`src/rtl/uart_tx_sched.sv`:
```
// Scheduler in front of the UART TX FIFO: paced 0xAA sync bytes while the link is down, then
// round-robin framed packets (HDR, ID, PH, PL[, CSUM]). Define UART_TX_SCHED_CHECKSUM_EN for the CSUM byte.
module uart_tx_sched #(
    parameter int          N_REQ    = 3,
    parameter int          SYNC_GAP = 1000,
    parameter logic [7:0]  HDR_BYTE = 8'h55
) (
    input  logic                 clk,
    input  logic                 rst,
    input  logic                 link_up,
    input  logic                 tx_full,
    input  logic [N_REQ-1:0]     req,
    input  logic [16*N_REQ-1:0]  payload,
    output logic [N_REQ-1:0]     gnt,
    output logic [7:0]           w_data,
    output logic                 wr_uart,
    output logic                 busy
);
    localparam int              CNT_W     = (SYNC_GAP > 1) ? $clog2(SYNC_GAP) : 1;
    localparam logic [CNT_W-1:0] GAP_LAST = CNT_W'(SYNC_GAP - 1);
    localparam logic [2:0]      LAST_REQ  = 3'(N_REQ - 1);
    localparam logic [7:0]      SYNC_BYTE = 8'hAA;

`ifdef UART_TX_SCHED_CHECKSUM_EN
    typedef enum logic [2:0] {SYNC_WAIT, SYNC_SEND, IDLE, HDR, ID, PH, PL, CSUM} state_t;
`else
    typedef enum logic [2:0] {SYNC_WAIT, SYNC_SEND, IDLE, HDR, ID, PH, PL} state_t;
`endif

    state_t             state_q, state_d, after_emit;
    logic [CNT_W-1:0]   gap_q, gap_d;
    logic [2:0]         ptr_q, ptr_d;
    logic [2:0]         idx_q, idx_d;
    logic [15:0]        pay_q, pay_d;
    logic [N_REQ-1:0]   gnt_d;
    logic [7:0]         data_d;
    logic               wr_d;
    logic               busy_d;
    logic               emit;
    logic [7:0]         byte_val;

    logic               found;
    logic [2:0]         sel;
    logic [15:0]        sel_payload;
    logic [N_REQ-1:0]   sel_onehot;

    // Round-robin pick: first request at or above the pointer, else first below it (wrap).
    always_comb begin
        found       = 1'b0;
        sel         = '0;
        sel_payload = '0;
        sel_onehot  = '0;
        for (int i = 0; i < N_REQ; i++) begin
            if (!found && req[i] && (3'(i) >= ptr_q)) begin
                found = 1'b1;
                sel   = 3'(i);
            end
        end
        for (int i = 0; i < N_REQ; i++) begin
            if (!found && req[i] && (3'(i) < ptr_q)) begin
                found = 1'b1;
                sel   = 3'(i);
            end
        end
        for (int i = 0; i < N_REQ; i++) begin
            if (sel == 3'(i)) begin
                sel_payload   = payload[16*i +: 16];
                sel_onehot[i] = 1'b1;
            end
        end
    end

    always_comb begin
        byte_val = SYNC_BYTE;
        case (state_q)
            HDR:     byte_val = HDR_BYTE;
            ID:      byte_val = {5'b0, idx_q};
            PH:      byte_val = pay_q[15:8];
            PL:      byte_val = pay_q[7:0];
`ifdef UART_TX_SCHED_CHECKSUM_EN
            CSUM:    byte_val = HDR_BYTE ^ {5'b0, idx_q} ^ pay_q[15:8] ^ pay_q[7:0];
`endif
            default: byte_val = SYNC_BYTE;
        endcase
    end

    always_comb begin
        state_d    = state_q;
        after_emit = state_q;
        gap_d      = '0;
        ptr_d      = ptr_q;
        idx_d      = idx_q;
        pay_d      = pay_q;
        gnt_d      = '0;
        wr_d       = 1'b0;
        data_d     = w_data;
        emit       = 1'b0;
        case (state_q)
            SYNC_WAIT: begin
                if (link_up)
                    state_d = IDLE;
                else if (gap_q == GAP_LAST)
                    state_d = SYNC_SEND;
                else
                    gap_d = gap_q + 1'b1;
            end
            SYNC_SEND: begin
                emit       = 1'b1;
                after_emit = link_up ? IDLE : SYNC_WAIT;
            end
            IDLE: begin
                if (!link_up) begin
                    state_d = SYNC_WAIT;
                end else if (found) begin
                    gnt_d   = sel_onehot;
                    idx_d   = sel;
                    pay_d   = sel_payload;
                    ptr_d   = (sel == LAST_REQ) ? 3'd0 : sel + 3'd1;
                    state_d = HDR;
                end
            end
            HDR: begin emit = 1'b1; after_emit = ID; end
            ID:  begin emit = 1'b1; after_emit = PH; end
            PH:  begin emit = 1'b1; after_emit = PL; end
`ifdef UART_TX_SCHED_CHECKSUM_EN
            PL:   begin emit = 1'b1; after_emit = CSUM; end
            CSUM: begin emit = 1'b1; after_emit = IDLE; end
`else
            PL:  begin emit = 1'b1; after_emit = IDLE; end
`endif
            default: state_d = SYNC_WAIT;
        endcase
        // A full FIFO holds the state so the same byte is offered again next cycle.
        if (emit) begin
            if (tx_full) begin
                data_d = '0;
            end else begin
                wr_d    = 1'b1;
                data_d  = byte_val;
                state_d = after_emit;
            end
        end
        busy_d = (state_d != SYNC_WAIT) && (state_d != SYNC_SEND) && (state_d != IDLE);
    end

    always_ff @(posedge clk) begin
        if (rst) begin
            state_q <= SYNC_WAIT;
            gap_q   <= '0;
            ptr_q   <= '0;
            idx_q   <= '0;
            pay_q   <= '0;
            gnt     <= '0;
            wr_uart <= 1'b0;
            w_data  <= SYNC_BYTE;
            busy    <= 1'b0;
        end else begin
            state_q <= state_d;
            gap_q   <= gap_d;
            ptr_q   <= ptr_d;
            idx_q   <= idx_d;
            pay_q   <= pay_d;
            gnt     <= gnt_d;
            wr_uart <= wr_d;
            w_data  <= data_d;
            busy    <= busy_d;
        end
    end
endmodule

```
`config.mk`:
```
export PLATFORM = sky130hd
export DESIGN_NAME = uart_tx_sched
export DESIGN_NICKNAME = d
export VERILOG_FILES = /design/src/rtl/uart_tx_sched.sv
export SDC_FILE = /design/constraint.sdc
export NUM_CORES = 1
export LEC_CHECK = 0
export ABC_CLOCK_PERIOD_IN_PS = 2029
export CAP_MARGIN = 0
export CORE_UTILIZATION = 30
export DETAILED_ROUTE_END_ITERATION = 8
export HOLD_SLACK_MARGIN = 0.05
export PLACE_DENSITY_LB_ADDON = 0.12
export SETUP_SLACK_MARGIN = 0.15
export SYNTH_ARGS = -nofsm -noshare
export SYNTH_HDL_FRONTEND = slang
export SYNTH_SLANG_ARGS = --single-unit
```
`constraint.sdc`:
```
create_clock -name clk -period 2.03 [get_ports clk]
set_input_delay 0.3045 -clock clk [delete_from_list [all_inputs] [get_ports clk]]
set_output_delay 0.3045 -clock clk [all_outputs]
set_load 0.01 [all_outputs]
```
==> results.toml <==
[clocking]
post-cts-setup-buffer-count = 0
h-tree-depth = 2
cts_tree = "yes"
cts_root_buf = "clkbuf_8"
clk_latency_ns = 0.30
holdBufCountCts = 0
cts_made_buffers = 5
cts_resized = 0
clockBufferDepth = 2
cts_sinks = 47
path_clk_slew_ns = 0.08

[die]
design.core.area_sq_um = 7690
rows = 32
die_x_um = 90.9
die-area_sq_um = 8250
start_util = 0.308
ios = 68
die_h_um = 90.9

[placed_design]
port_buffers = 67
dpl_cell_area_sq_um = 3190
gp_congestion = 0.807
dp_cells = 464
hpwl_mm = 4.90

[worst_setup_path]
startpoint_type = "input port"
critPathBufInv = 1
startpoint = "req[1]"
regToRegStartpoint = "state_q[0]"
crit_type = "in -> reg"
reg2reg_setup_slack_ns = 0.36
cp_slowest_cell = "clkdlybuf4s50_1"
arrival_ns = 1.93
path_max_fanout = 7
cp-end-kind = "flip-flop"
crit_family = "compound AO/OA/AOI/OAI gates"
slowest_delay_ns = 0.50
worstPathRequired_ns = 2.24
crit_chain = "clkdlybuf4s50_1 > nor4b_1 > o31a_1 > nand2_1 > a311oi_1"

[job]
max_cap_violations = 0

[route]
first_pass_iters = 4
viasPerCell = 4.92
drc_errors = 0
drtIter0Drc = 86
drtAntennaViolNets = 0
finalWirelength_mm = 6.44
vias = 2321
wire_per_inst_um = 13.6

[sta]
fin_skew_ns = 0.00379
worstMarginPinSlew_ns = 0.431
relSlewSlack = 0.712
rsz0062_at_grt = "no"
finalHoldViolCount = 0
max_freq_ghz = 0.581
setup_tns_ns = 0
final_max_slew_viol_count = 0
finalCritPeriodShare = 0.848
layout_min_cycle_time_ns = 1.72
setup_violations = 0

[power_and_ir_drop]
clockPowerShare = 0.346
switchingPower_uw = 508
combPwrFrac = 0.178
power.internal_uw = 1560
max-vdd-ir-drop_uv = 285
p_per_area_nw_per_um2 = 625
power.leakage_uw = 0.00117
swShare = 0.246
design_power_total_uw = 2070
pwr-share-seq = 0.476

[grt]
grt_max_degree = 15
grt_pass1_wl_mm = 10.8
overflow = 0
antenna_found_initial = 0
grt_pass1_vias = 2246
grt_usage = 0.165

[yosys]
syn-mean-instance-area_sq_um = 7.95
ys_top_cells_by_area = "dfxtp_1 40%, nand2_1 8.9%, o21ai_0 4.2%"
syn-instance-count = 298
yosys_register_bits = 47
ys_async_sr_fraction = 0
syn_nets = 354
mappedNetlistArea_sq_um = 2370
ys_types = 47
yosys_warnings = 0
yosysSeqAreaShare = 0.397
yosysTopAreaCellShare = 0.397
synth_top_area_cell = "dfxtp_1"
synth_enable_flop_cells = 0
synth_flop_cell = "dfxtp_1"

[hold_path]
hold_path_class = "reg -> reg"
min-delay-start = "w_data[6]"

[cells_and_area]
final_core_utilization = 0.430
drive_above_1_share = 0.0838
finalNetCount = 425
final_cell_mix = "67 x clkdlybuf4s50_1, 56 x nand2_1, 47 x dfxtp_1"
layout.cells.non_filler = 472
syn_to_final_growth_pct = 39.7
n_antenna_cell = 0
final_common_cell = "clkdlybuf4s50_1"
final_area_sq_um = 3310

[run_status]
status = "complete, no violations"
-- stage by stage --
| step | setup WS, ns | hold WS, ns |
|---|---|---|
| 6_report | 0.309 | 0.452 |
| 5_1_grt | 0.169 | 0.483 |
| 4_1_cts | 0.315 | 0.458 |
| 3_5_place_dp | -0.00273 | 0.442 |
| 3_3_place_gp | 0.0192 | 0.432 |
| 2_1_floorplan | 0.505 | 0.416 |
-- worst reg2reg max path: cells and delay by family (launching register included) --
kind          cells  cell delay, ns
flops             1            0.37
simple gates      3            1.24
-- cell families (layout without fill, tap and decap cells) --
| group | Yosys count | count (layout) | synth area share |
|---|---|---|---|
| and+or+nand+nor | 130 | 130 | 0.271 |
| AOI/OAI and AO/OA | 86 | 86 | 0.238 |
| DFF | 47 | 47 | 0.397 |
| buffers and inverters | 24 | 96 | 0.0502 |
| xor gates and xnor gates | 8 | 8 | 0.0296 |
| adders and majority gates | 2 | 2 | 0.00951 |
| muxes | 1 | 1 | 0.00475 |
-- state kept, by name, summed over array words and instances (netlist names) --
name,flops
wr_uart,1
ptr_q,3
gap_q,10
busy,1
state_q,3
idx_q,2
gnt,3
pay_q,16
w_data,8
-- synth_stat cells (all sizes together), types with 3 or more instances --
cell / count
nand2: 56
dfxtp: 47
nor2: 25
o21ai: 21
a21oi: 14
nand2b: 11
o22ai: 11
a22oi: 10
clkbuf: 10
o211ai: 10
buf: 9
nor3: 8
a21o: 6
a311oi: 6
xnor2: 6
and3b: 5
inv: 5
nand3: 4
nor2b: 3
-- per-layer routing --
layer	share of wire	wire length (um)	GRT usage
met1	0.48	3110	0.216
met3	0.033	211	0.0362
met2	0.47	3010	0.270
met4	0.016	101	0.0463
met5	0	0	0
-- worst paths after layout --
kind	endpoint	depth (start not counted)
worst max-delay path	pay_q[11]	5
worst min register to register	w_data[6]	2
worst max register to register	gap_q[6]	3
worst min-delay path	w_data[6]	2
-- area by class of cell --
| cell class | count | area (sq um) |
|---|---|---|
| Clock inverter | 2 | 35.0 |
| Fill cell | 790 | 4380 |
| Tap cell | 102 | 128 |
| Clock buffer | 6 | 82.6 |
| Inverter | 5 | 18.8 |
| Sequential cell | 47 | 941 |
| Timing Repair Buffer | 83 | 791 |
| Multi-Input combinational cell | 227 | 1310 |
-- power groups by stage --
| stage | sequential (uW) | combinational, uW | clock (uW) |
|---|---|---|---|
| after floorplan | 1000 | 176 | 0 |
| after detailed placement | 1010 | 368 | 0 |
| after CTS | 985 | 369 | 736 |
| after global placement | 1010 | 369 | 0 |
| after global routing | 990 | 407 | 773 |
| final | 984 | 367 | 716 |
No activity file was read; power rests on OpenSTA's default activity.
